`src/rtl/cart_mem_pkg.sv`:
```
// cart_mem_pkg: shared types and constants for the cartridge memory bus
// logic (arbiter, cycle timer, serial/EEPROM sequencers).
package cart_mem_pkg;

  localparam int ADDR_W      = 23;  // requester byte address
  localparam int CHIP_ADDR_W = 22;  // address pins on each chip
  localparam int DATA_W      = 8;
  localparam int RAM_SEL_BIT = 22;  // addr[22]=1 -> RAM, 0 -> ROM
  localparam int TIMER_W     = 4;
  localparam int STARVE_W    = 8;

  localparam int DEF_ACCESS_CYCLES = 3;
  localparam int DEF_AUX_STARVE    = 8;

  // Read-data registers come out of reset looking like an undriven bus.
  localparam logic [DATA_W-1:0] RDATA_RST = 8'hFF;

  typedef enum logic [2:0] {
    IDLE,
    SETUP,
    STROBE,
    HOLD,
    DONE
  } cart_mem_state_e;

endpackage

```
`src/rtl/mem_cycle_timer.sv`:
```
// mem_cycle_timer: loadable down-counter with a zero flag.
//   CLK, RSTn  clock, async active-low reset (count resets to 0)
//   load       load load_val this cycle (wins over dec)
//   load_val   value to load
//   dec        decrement by one; ignored once the count is 0
//   zero       count == 0
module mem_cycle_timer #(
  parameter int W = 4
) (
  input  logic         CLK,
  input  logic         RSTn,
  input  logic         load,
  input  logic [W-1:0] load_val,
  input  logic         dec,
  output logic         zero
);

  logic [W-1:0] cnt_q, cnt_d;

  always_comb begin
    cnt_d = cnt_q;
    if (load)                  cnt_d = load_val;
    else if (dec && !zero)     cnt_d = cnt_q - 1'b1;
  end

  always_ff @(posedge CLK or negedge RSTn) begin
    if (!RSTn) cnt_q <= '0;
    else       cnt_q <= cnt_d;
  end

  assign zero = (cnt_q == '0);

endmodule

```
`src/rtl/cart_mem_arbiter.sv`:
```
// cart_mem_arbiter: shares the cartridge ROM/RAM chip bus between the host
// mapper path and the aux loader/debug port. Each grant runs one byte cycle:
// SETUP (1) -> STROBE (ACCESS_CYCLES) -> HOLD (1) -> DONE (1, ack).
//   h_*/a_*     level requests held until ack; ack is a one-cycle pulse,
//               rdata is valid in the ack cycle and held until the next read
//   aux_en      0 blocks aux grants and holds the starvation count at 0
//   mem_*       chip address/data, rom/ram CE, OE and WE (all active-low
//               strobes); every chip-side output is registered
module cart_mem_arbiter
  import cart_mem_pkg::*;
#(
  parameter int ACCESS_CYCLES = DEF_ACCESS_CYCLES,  // 1..15
  parameter int AUX_STARVE    = DEF_AUX_STARVE      // 1..255
) (
  input  logic                   CLK,
  input  logic                   RSTn,
  input  logic                   aux_en,
  input  logic                   h_req,
  input  logic                   h_we,
  input  logic [ADDR_W-1:0]      h_addr,
  input  logic [DATA_W-1:0]      h_wdata,
  output logic                   h_ack,
  output logic [DATA_W-1:0]      h_rdata,
  input  logic                   a_req,
  input  logic                   a_we,
  input  logic [ADDR_W-1:0]      a_addr,
  input  logic [DATA_W-1:0]      a_wdata,
  output logic                   a_ack,
  output logic [DATA_W-1:0]      a_rdata,
  output logic [CHIP_ADDR_W-1:0] mem_addr,
  output logic [DATA_W-1:0]      mem_dq_o,
  output logic                   mem_dq_oe,
  input  logic [DATA_W-1:0]      mem_dq_i,
  output logic                   rom_ce_n,
  output logic                   ram_ce_n,
  output logic                   mem_oe_n,
  output logic                   mem_we_n
);

  cart_mem_state_e         state_q, state_d;
  logic [STARVE_W-1:0]     starve_cnt_q, starve_cnt_d;
  logic                    owner_aux_q, owner_aux_d;
  logic                    we_q, we_d;
  logic [CHIP_ADDR_W-1:0]  mem_addr_q, mem_addr_d;
  logic [DATA_W-1:0]       mem_dq_o_q, mem_dq_o_d;
  logic                    mem_dq_oe_q, mem_dq_oe_d;
  logic                    rom_ce_n_q, rom_ce_n_d;
  logic                    ram_ce_n_q, ram_ce_n_d;
  logic                    mem_oe_n_q, mem_oe_n_d;
  logic                    mem_we_n_q, mem_we_n_d;
  logic                    h_ack_q, h_ack_d;
  logic                    a_ack_q, a_ack_d;
  logic [DATA_W-1:0]       h_rdata_q, h_rdata_d;
  logic [DATA_W-1:0]       a_rdata_q, a_rdata_d;

  logic                    tmr_load, tmr_dec, tmr_zero;

  // Arbitration: host first, aux when it is the only requester or starved.
  logic              aux_elig, aux_wins, grant_aux, grant_any;
  logic [ADDR_W-1:0] g_addr;
  logic              g_we;
  logic [DATA_W-1:0] g_wdata;

  assign aux_elig  = a_req && aux_en;
  assign aux_wins  = aux_elig && (starve_cnt_q >= STARVE_W'(AUX_STARVE));
  assign grant_aux = aux_wins || (aux_elig && !h_req);
  assign grant_any = h_req || aux_elig;
  assign g_addr    = grant_aux ? a_addr  : h_addr;
  assign g_we      = grant_aux ? a_we    : h_we;
  assign g_wdata   = grant_aux ? a_wdata : h_wdata;

  mem_cycle_timer #(.W(TIMER_W)) u_timer (
    .CLK      (CLK),
    .RSTn     (RSTn),
    .load     (tmr_load),
    .load_val (TIMER_W'(ACCESS_CYCLES - 1)),
    .dec      (tmr_dec),
    .zero     (tmr_zero)
  );

  // Outputs are computed for the state being entered so they are registered
  // and line up exactly with that state's cycles.
  always_comb begin
    state_d     = state_q;
    owner_aux_d = owner_aux_q;
    we_d        = we_q;
    mem_addr_d  = mem_addr_q;
    mem_dq_o_d  = mem_dq_o_q;
    mem_dq_oe_d = mem_dq_oe_q;
    rom_ce_n_d  = rom_ce_n_q;
    ram_ce_n_d  = ram_ce_n_q;
    mem_oe_n_d  = mem_oe_n_q;
    mem_we_n_d  = mem_we_n_q;
    h_rdata_d   = h_rdata_q;
    a_rdata_d   = a_rdata_q;
    h_ack_d     = 1'b0;
    a_ack_d     = 1'b0;
    tmr_load    = 1'b0;
    tmr_dec     = 1'b0;
    // A waiting aux only accrues starvation while it is actually eligible.
    starve_cnt_d = aux_elig ? starve_cnt_q : '0;

    unique case (state_q)
      IDLE: begin
        if (grant_any) begin
          state_d     = SETUP;
          owner_aux_d = grant_aux;
          we_d        = g_we;
          mem_addr_d  = g_addr[CHIP_ADDR_W-1:0];
          mem_dq_o_d  = g_wdata;
          mem_dq_oe_d = g_we;
          ram_ce_n_d  = !g_addr[RAM_SEL_BIT];
          rom_ce_n_d  =  g_addr[RAM_SEL_BIT];
          if (grant_aux)
            starve_cnt_d = '0;
          else if (aux_elig && starve_cnt_q != '1)
            starve_cnt_d = starve_cnt_q + 1'b1;
        end
      end
      SETUP: begin
        state_d    = STROBE;
        tmr_load   = 1'b1;
        mem_oe_n_d = we_q;
        mem_we_n_d = !we_q;
      end
      STROBE: begin
        if (tmr_zero) begin
          state_d    = HOLD;
          mem_oe_n_d = 1'b1;
          mem_we_n_d = 1'b1;
          // Sample read data at the edge that closes the strobe.
          if (!we_q) begin
            if (owner_aux_q) a_rdata_d = mem_dq_i;
            else             h_rdata_d = mem_dq_i;
          end
        end else begin
          tmr_dec = 1'b1;
        end
      end
      HOLD: begin
        state_d     = DONE;
        rom_ce_n_d  = 1'b1;
        ram_ce_n_d  = 1'b1;
        mem_dq_oe_d = 1'b0;
        h_ack_d     = !owner_aux_q;
        a_ack_d     = owner_aux_q;
      end
      DONE: begin
        state_d = IDLE;
      end
      default: begin
        state_d = IDLE;
      end
    endcase
  end

  always_ff @(posedge CLK or negedge RSTn) begin
    if (!RSTn) begin
      state_q      <= IDLE;
      starve_cnt_q <= '0;
      owner_aux_q  <= 1'b0;
      we_q         <= 1'b0;
      mem_addr_q   <= '0;
      mem_dq_o_q   <= '0;
      mem_dq_oe_q  <= 1'b0;
      rom_ce_n_q   <= 1'b1;
      ram_ce_n_q   <= 1'b1;
      mem_oe_n_q   <= 1'b1;
      mem_we_n_q   <= 1'b1;
      h_ack_q      <= 1'b0;
      a_ack_q      <= 1'b0;
      h_rdata_q    <= RDATA_RST;
      a_rdata_q    <= RDATA_RST;
    end else begin
      state_q      <= state_d;
      starve_cnt_q <= starve_cnt_d;
      owner_aux_q  <= owner_aux_d;
      we_q         <= we_d;
      mem_addr_q   <= mem_addr_d;
      mem_dq_o_q   <= mem_dq_o_d;
      mem_dq_oe_q  <= mem_dq_oe_d;
      rom_ce_n_q   <= rom_ce_n_d;
      ram_ce_n_q   <= ram_ce_n_d;
      mem_oe_n_q   <= mem_oe_n_d;
      mem_we_n_q   <= mem_we_n_d;
      h_ack_q      <= h_ack_d;
      a_ack_q      <= a_ack_d;
      h_rdata_q    <= h_rdata_d;
      a_rdata_q    <= a_rdata_d;
    end
  end

  assign mem_addr  = mem_addr_q;
  assign mem_dq_o  = mem_dq_o_q;
  assign mem_dq_oe = mem_dq_oe_q;
  assign rom_ce_n  = rom_ce_n_q;
  assign ram_ce_n  = ram_ce_n_q;
  assign mem_oe_n  = mem_oe_n_q;
  assign mem_we_n  = mem_we_n_q;
  assign h_ack     = h_ack_q;
  assign a_ack     = a_ack_q;
  assign h_rdata   = h_rdata_q;
  assign a_rdata   = a_rdata_q;

endmodule

```
`config.mk`:
```
export PLATFORM = sky130hd
export DESIGN_NAME = cart_mem_arbiter
export DESIGN_NICKNAME = d
export VERILOG_FILES = /design/src/rtl/cart_mem_pkg.sv /design/src/rtl/mem_cycle_timer.sv /design/src/rtl/cart_mem_arbiter.sv
export SDC_FILE = /design/constraint.sdc
export NUM_CORES = 1
export LEC_CHECK = 0
export ABC_AREA = 1
export ABC_CLOCK_PERIOD_IN_PS = 2100
export CAP_MARGIN = 20
export CORE_MARGIN = 2
export CORE_UTILIZATION = 47
export DETAILED_ROUTE_END_ITERATION = 8
export GPL_ROUTABILITY_DRIVEN = 1
export PLACE_DENSITY = 0.89
export SYNTH_ARGS = -nofsm -noshare
export SYNTH_HDL_FRONTEND = slang
export SYNTH_SLANG_ARGS = --single-unit
```
`constraint.sdc`:
```
create_clock -name CLK -period 2.1 [get_ports CLK]
set_input_delay 0.42 -clock CLK [delete_from_list [all_inputs] [get_ports CLK]]
set_output_delay 0.42 -clock CLK [all_outputs]
set_load 0.03 [all_outputs]
```
==> results of run 1 <==
## final timing paths
kind,to,slack [ps],from,depth (start not counted)
worst max-delay path,h_rdata[7],110,h_rdata[7],1
worst min-delay path,u_timer.cnt_q[1],80,RSTn,2
worst max register to register,h_rdata[7],370,u_timer.cnt_q[0],7
worst min register to register,mem_we_n,450,we_q,1
max in group asynchronous,ram_ce_n,1680,RSTn,2
min in group CLK,mem_we_n,450,we_q,1
## kinds of logic after synthesis
family                   Yosys count  synth area share [%]
AND/OR/NAND/NOR                  204                  24.5
XOR/XNOR                           3                 0.791
flip-flops                        70                  53.4
buffers and inverters             73                  9.15
AO/OA/AOI/OAI                     64                  11.0
adder cells (fa/ha/maj)            3                  1.13
## through the flow
stage	cell area, um2	power (mW)	cells	utilization (%)	hold WS (ps)
finish	4920	7.10	650	72.0	79.6
global route	4920	7.53	650	72.0	104
CTS	4920	7.13	650	72.0	93.3
detailed placement	4720	5.99	634	69.1	431
global placement	4720	5.84	634	69.1	431
floorplan	3320	4.50	417	-	124
## flip-flops by register name, indices dropped and copies added, names as in the netlist, 3 cells and up
signal / count
a_rdata: 8
u_timer.cnt_q: 4
h_rdata: 8
mem_addr: 22
mem_dq_o: 8
starve_cnt_q: 8
state_q: 3
## final cells by class
| cell class | instances | area, um2 |
|---|---|---|
| Inverter | 59 | 221 |
| Timing Repair Buffer | 135 | 1360 |
| Clock inverter | 7 | 78.8 |
| Multi-Input combinational cell | 274 | 1240 |
| Sequential cell | 70 | 1780 |
| Tap cell | 96 | 120 |
| Clock buffer | 9 | 124 |
| Fill cell | 521 | 1910 |
## synthesized netlist by cell type (all sizes together)
cell / number
a21oi: 5
buf: 14
dfrtp: 50
dfstp: 20
ha: 3
inv: 59
nand2: 138
nand3: 14
nor2: 47
nor3: 4
o21ai: 58
o31ai: 1
or2: 1
xnor2: 1
xor2: 2
## metal layers
layer | global-route usage [%] | vias to the layer above
li1 | - | 1545
met1 | 27.8 | 1452
met2 | 40.0 | 139
met3 | 6.31 | 15
met4 | 11.8 | 0
met5 | 0 | -
## report_power, final
group	total [mW]	switching, mW	internal [mW]	leakage, nW
logic	3.56	2.14	1.42	1.44
registers	2.42	0.355	2.06	0.843
clock network	1.12	0.558	0.563	0.101
==> impl_summary.log, run 1 <==
[metrics] outcome: completed
[metrics] portion of the post-synthesis area used by sequential elements: 53.4%
[metrics] global router's overall resource usage: 23.6%
[metrics] initial antenna violation count: 0
[metrics] type of destination of the critical path: output pin
[metrics] initial core utilization: 48.7%
[metrics] Final nets: 629
[metrics] number of maximum-capacitance violations: 0
[metrics] leakage: 2.39 nW
[metrics] top metal layer carrying routed signals: met4
[metrics] vias per inst: 4.85
[metrics] post-cts resize count: 0
[metrics] max-slew violation count: 0
[metrics] number of hold-repair buffers added at the cts stage: 0
[metrics] post-synthesis sequential element count: 70
[metrics] antenna fix cells: 0
[metrics] clock transition at the register clock pins on the worst setup and hold paths after CTS: 80 ps
[metrics] cell area after synthesis: 0.00332 mm2
[metrics] half-perimeter wire length after placement: 6340 um
[metrics] Worst Setup Slack post-DPL: 121 ps
[metrics] post-DR wirelength/cell: 13.3 um
[metrics] post-route worst setup slack: 107 ps
[metrics] pin count of the biggest net entering global routing: 71
[metrics] fraction of post-synthesis cell area in the top cell type by area: 37.6%
[metrics] met3 routed WL: 670 um
[metrics] peak supply drop: 0.000749 V
[metrics] top cell type by total area after synthesis: sky130_fd_sc_hd__dfrtp_1
[metrics] post-synth net total: 497
[metrics] number of setup violations in the final report: 0
[metrics] initial DRC count: 157
[metrics] Routed met1 length: 3360 um
[metrics] Area growth, synth to finish: 48.0%
[metrics] met2 wirelength from detailed routing: 4390 um
[metrics] unrepaired setup endpoints after global routing: false
[metrics] number of search-and-repair iterations in the first detailed-routing pass: 4
[metrics] most common cell after layout, fill and taps aside: sky130_fd_sc_hd__nand2_1
[metrics] final hold vios: 0
[metrics] GPL Wtd Cong: 0.819
[metrics] clock latency of the later-clocked register in the worst-skew pair: 350 ps
[metrics] Pwr Density: 1440 mW/mm2
[metrics] I/O Buffers: 129
[metrics] fraction of the cycle the final worst path needs: 94.9%
[metrics] peak fanout along the critical path: 2
[metrics] floorplan die area: 0.00776 mm2
[metrics] CTS tree: yes
[metrics] number of placement rows: 30
[metrics] commonest cells after routing, fill and taps aside: sky130_fd_sc_hd__nand2_1, sky130_fd_sc_hd__clkdlybuf4s50_1, sky130_fd_sc_hd__inv_1
[metrics] Worst path slowest cell: sky130_fd_sc_hd__clkdlybuf4s50_1
[metrics] Worst Path Class, Setup: flip-flop to output pin
[metrics] Final TNS setup: 0 ps
[metrics] worst hold path type: input pin to async pin
[metrics] total detailed-routing wirelength: 8620 um
[metrics] buffers inserted by post-CTS timing repair: 0
[metrics] antenna viol nets, final: 0
[metrics] GRT overflow: 0
[metrics] total vias in the final route: 3151
[metrics] via count of the first global-routing pass: 3058
[metrics] Root Driver: sky130_fd_sc_hd__clkbuf_8
[metrics] total CTS buffers: 9
[metrics] Tightest Pin Transition: 595 ps
[metrics] chain of cells forming the critical path: clkdlybuf4s50_1
[metrics] buffer depth of the longest clock path: 2
[metrics] delay of the slowest cell on the worst path: 670 ps
[metrics] minimum period implied by the final worst setup slack: 1990 ps
[metrics] cell count after synthesis: 417
[metrics] global-route wire length before repair: 13900 um
[metrics] fmax: 0.502 GHz
[metrics] startpoint class of the critical path: flip-flop
[metrics] post-route clock skew: 11.3 ps
[metrics] Worst Path Arrival: 1570 ps
[metrics] synth top area cells: sky130_fd_sc_hd__dfrtp_1, sky130_fd_sc_hd__dfstp_2, sky130_fd_sc_hd__nand2_1, sky130_fd_sc_hd__inv_1, sky130_fd_sc_hd__o21ai_1
[metrics] CTS sink count: 70
[metrics] buffering stage count on the worst path with inverters included: 1
[metrics] cell family contributing the most delay on the critical path: buffers and inverters
[metrics] post-synthesis average cell area: 7.97 um2
[metrics] Die Y: 88.1 um
[metrics] Yosys warning count: 0
[metrics] fraction of final layout cells sized beyond drive strength 1: 11.0%
[metrics] Distinct cells, synth: 24
[metrics] total I/O pin count: 130
[metrics] DRC Markers: 0
[metrics] WP data required: 1680 ps
[metrics] remaining max-slew budget at the tightest pin: 60.3%
[metrics] placeable core region: 0.00683 mm2
[metrics] level count of the clock H-tree: 3
[metrics] die width: 88.1 um
Note: power is estimated with default switching activity, not from simulation.
==> run 2, diff against run 1 <==
--- a/config.mk
+++ b/config.mk
@@ -6,13 +6,13 @@
 export NUM_CORES = 1
 export LEC_CHECK = 0
 export ABC_AREA = 1
-export ABC_CLOCK_PERIOD_IN_PS = 2100
+export ABC_CLOCK_PERIOD_IN_PS = 2000
 export CAP_MARGIN = 20
 export CORE_MARGIN = 2
-export CORE_UTILIZATION = 47
+export CORE_UTILIZATION = 44
 export DETAILED_ROUTE_END_ITERATION = 8
 export GPL_ROUTABILITY_DRIVEN = 1
-export PLACE_DENSITY = 0.89
+export PLACE_DENSITY = 0.85
 export SYNTH_ARGS = -nofsm -noshare
 export SYNTH_HDL_FRONTEND = slang
 export SYNTH_SLANG_ARGS = --single-unit
==> constraint.sdc (replaced) <==
create_clock -name CLK -period 2 [get_ports CLK]
set_input_delay 0.4 -clock CLK [delete_from_list [all_inputs] [get_ports CLK]]
set_output_delay 0.4 -clock CLK [all_outputs]
set_load 0.03 [all_outputs]
==> run 2 against run 1 <==
Clock power about the same. Non-clock buffer count is 3 higher. Flip-flop and latch count unchanged. Via count down 1.7%. Clock skew hardly changed. Cell count up 0.92%. Worst hold slack got worse by 34 ps. Die area increased by 6.5%. Total power grew 3.7%. Critical path type unchanged. Largest power group unchanged.
==> impl_summary.log, run 2 (same netlist as run 1, synthesis figures left out) <==
[metrics] DRC Markers: 0
[metrics] global-route track usage on met1: 24.6%
[metrics] outcome: completed
[metrics] half-perimeter wire length after placement: 6210 um
[metrics] chain of cells forming the critical path: clkdlybuf4s50_1
[metrics] most common cell after layout, fill and taps aside: sky130_fd_sc_hd__nand2_1
[metrics] met2 Track Usage GR: 35.2%
[metrics] delay of the slowest cell on the worst path: 670 ps
[metrics] Tightest Pin Transition: 553 ps
[metrics] number of placement rows: 31
[metrics] Final nets: 632
[metrics] leakage: 2.42 nW
[metrics] number of maximum-capacitance violations: 0
[metrics] total I/O pin count: 130
[metrics] number of hold-repair buffers added at the cts stage: 0
[metrics] Root Driver: sky130_fd_sc_hd__clkbuf_8
[metrics] Worst Path Class, Setup: flip-flop to output pin
[metrics] level count of the clock H-tree: 3
[metrics] final hold vios: 0
[metrics] total instance count after detailed placement: 640
[metrics] Final TNS setup: 0 ps
[metrics] initial DRC count: 105
[metrics] gr busiest metal: met2
[metrics] fraction of the cycle the final worst path needs: 97.7%
[metrics] Worst Path Arrival: 1550 ps
[metrics] number of setup violations in the final report: 0
[metrics] Worst path slowest cell: sky130_fd_sc_hd__clkdlybuf4s50_1
[metrics] number of flip-flops in the largest register: 22
[metrics] Finished Cell Area: 0.00497 mm2
[metrics] buffer depth of the longest clock path: 2
[metrics] die width: 90.9 um
[metrics] global router's overall resource usage: 20.6%
[metrics] initial core utilization: 45.6%
[metrics] I/O Buffers: 129
[metrics] total vias in the final route: 3097
[metrics] fraction of power consumed by combinational cells: 50.9%
[metrics] via count of the first global-routing pass: 3039
[metrics] worst hold path type: input pin to async pin
[metrics] buffers inserted by post-CTS timing repair: 0
[metrics] GRT overflow: 0
[metrics] post-route clock skew: 11.7 ps
[metrics] post-layout util: 68.2%
[metrics] fraction of final layout cells sized beyond drive strength 1: 11.3%
[metrics] switching part of the total: 42.0%
[metrics] cell family contributing the most delay on the critical path: buffers and inverters
[metrics] remaining max-slew budget at the tightest pin: 63.1%
[metrics] total detailed-routing wirelength: 8120 um
[metrics] WP data required: 1600 ps
[metrics] max-slew violation count: 0
[metrics] clock power share: 14.9%
[metrics] floorplan die area: 0.00827 mm2
[metrics] placeable core region: 0.00729 mm2
[metrics] CTS tree: yes
[metrics] unrepaired setup endpoints after global routing: false
[metrics] post-cts resize count: 0
[metrics] pin count of the biggest net entering global routing: 37
[metrics] Worst Setup Slack post-DPL: 126 ps
[metrics] minimum period implied by the final worst setup slack: 1950 ps
[metrics] number of search-and-repair iterations in the first detailed-routing pass: 4
[metrics] met3 usage in global routing: 5.51%
[metrics] global-route wire length before repair: 13800 um
[metrics] Pwr Density: 1480 mW/mm2
[metrics] clock latency of the later-clocked register in the worst-skew pair: 340 ps
[metrics] GPL Wtd Cong: 0.867
[metrics] clock transition at the register clock pins on the worst setup and hold paths after CTS: 70 ps
[metrics] peak supply drop: 0.000643 V
[metrics] total CTS buffers: 9
[metrics] Cell Int Power: 4.27 mW
[metrics] peak fanout along the critical path: 2
[metrics] commonest cells after routing, fill and taps aside: sky130_fd_sc_hd__nand2_1, sky130_fd_sc_hd__clkdlybuf4s50_1, sky130_fd_sc_hd__inv_1
[metrics] CTS sink count: 70
[metrics] sequential share of power: 34.2%
[metrics] switching pwr: 3.09 mW
[metrics] Area growth, synth to finish: 49.6%
[metrics] antenna viol nets, final: 0
[metrics] vias per inst: 4.72
[metrics] fmax: 0.512 GHz
[metrics] antenna fix cells: 0
[metrics] startpoint class of the critical path: flip-flop
[metrics] type of destination of the critical path: output pin
[metrics] buffering stage count on the worst path with inverters included: 1
[metrics] Die Y: 90.9 um
[metrics] area post-placement: 0.00478 mm2
[metrics] number of non-filler instances in the completed layout: 656
[metrics] initial antenna violation count: 0
[metrics] post-route worst setup slack: 46.9 ps
[metrics] post-DR wirelength/cell: 12.4 um
-- run 2: cell type report --
class,instances,area [um2]
Clock inverter,6,62.6
Inverter,59,221
Tap cell,99,124
Timing Repair Buffer,138,1420
Sequential cell,70,1780
Multi-Input combinational cell,274,1240
Fill cell,611,2320
Clock buffer,10,128
-- run 2: per-layer routing --
layer | wire length [um] | part of all wire [%]
met1 | 3460 | 43
met2 | 3960 | 49
met3 | 565 | 7.0
met4 | 140 | 1.7
met5 | 0 | 0
-- run 2: path summary, 6_finish.rpt --
| check | depth (start not counted) | startpoint | endpoint | slack, ps |
|---|---|---|---|---|
| min reg2reg | 1 | we_q | mem_we_n | 450 |
| max reg2reg | 6 | u_timer.cnt_q[0] | a_rdata[2] | 360 |
| min in group CLK | 1 | we_q | mem_we_n | 450 |
| max in group asynchronous | 2 | RSTn | ram_ce_n | 1350 |
| min | 1 | RSTn | u_timer.cnt_q[0] | 50 |
| max | 1 | rom_ce_n | rom_ce_n | 50 |
-- run 2: power by group through the flow --
| stage | registers [mW] | clock network [mW] | logic (mW) |
|---|---|---|---|
| finish | 2.52 | 1.10 | 3.75 |
| global route | 2.60 | 1.19 | 4.05 |
| CTS | 2.52 | 1.12 | 3.79 |
| detailed placement | 2.53 | 0 | 3.78 |
| global placement | 2.51 | 0 | 3.69 |
| floorplan | 3.54 | 0 | 1.18 |
-- run 2: worst register-to-register path: cells and delay by family (launching register included) --
family / cells / cell delay, ps
simple gates: 3 / 640
buf+inv: 1 / 80
flops: 1 / 400
compound gates: 1 / 260
fa+ha+maj: 1 / 190
-- run 2: metrics by stage --
stage | power (mW) | hold WS (ps)
floorplan | 4.72 | 104
global placement | 6.20 | 412
detailed placement | 6.31 | 416
CTS | 7.43 | 49.9
global route | 7.85 | 82.0
finish | 7.36 | 45.3
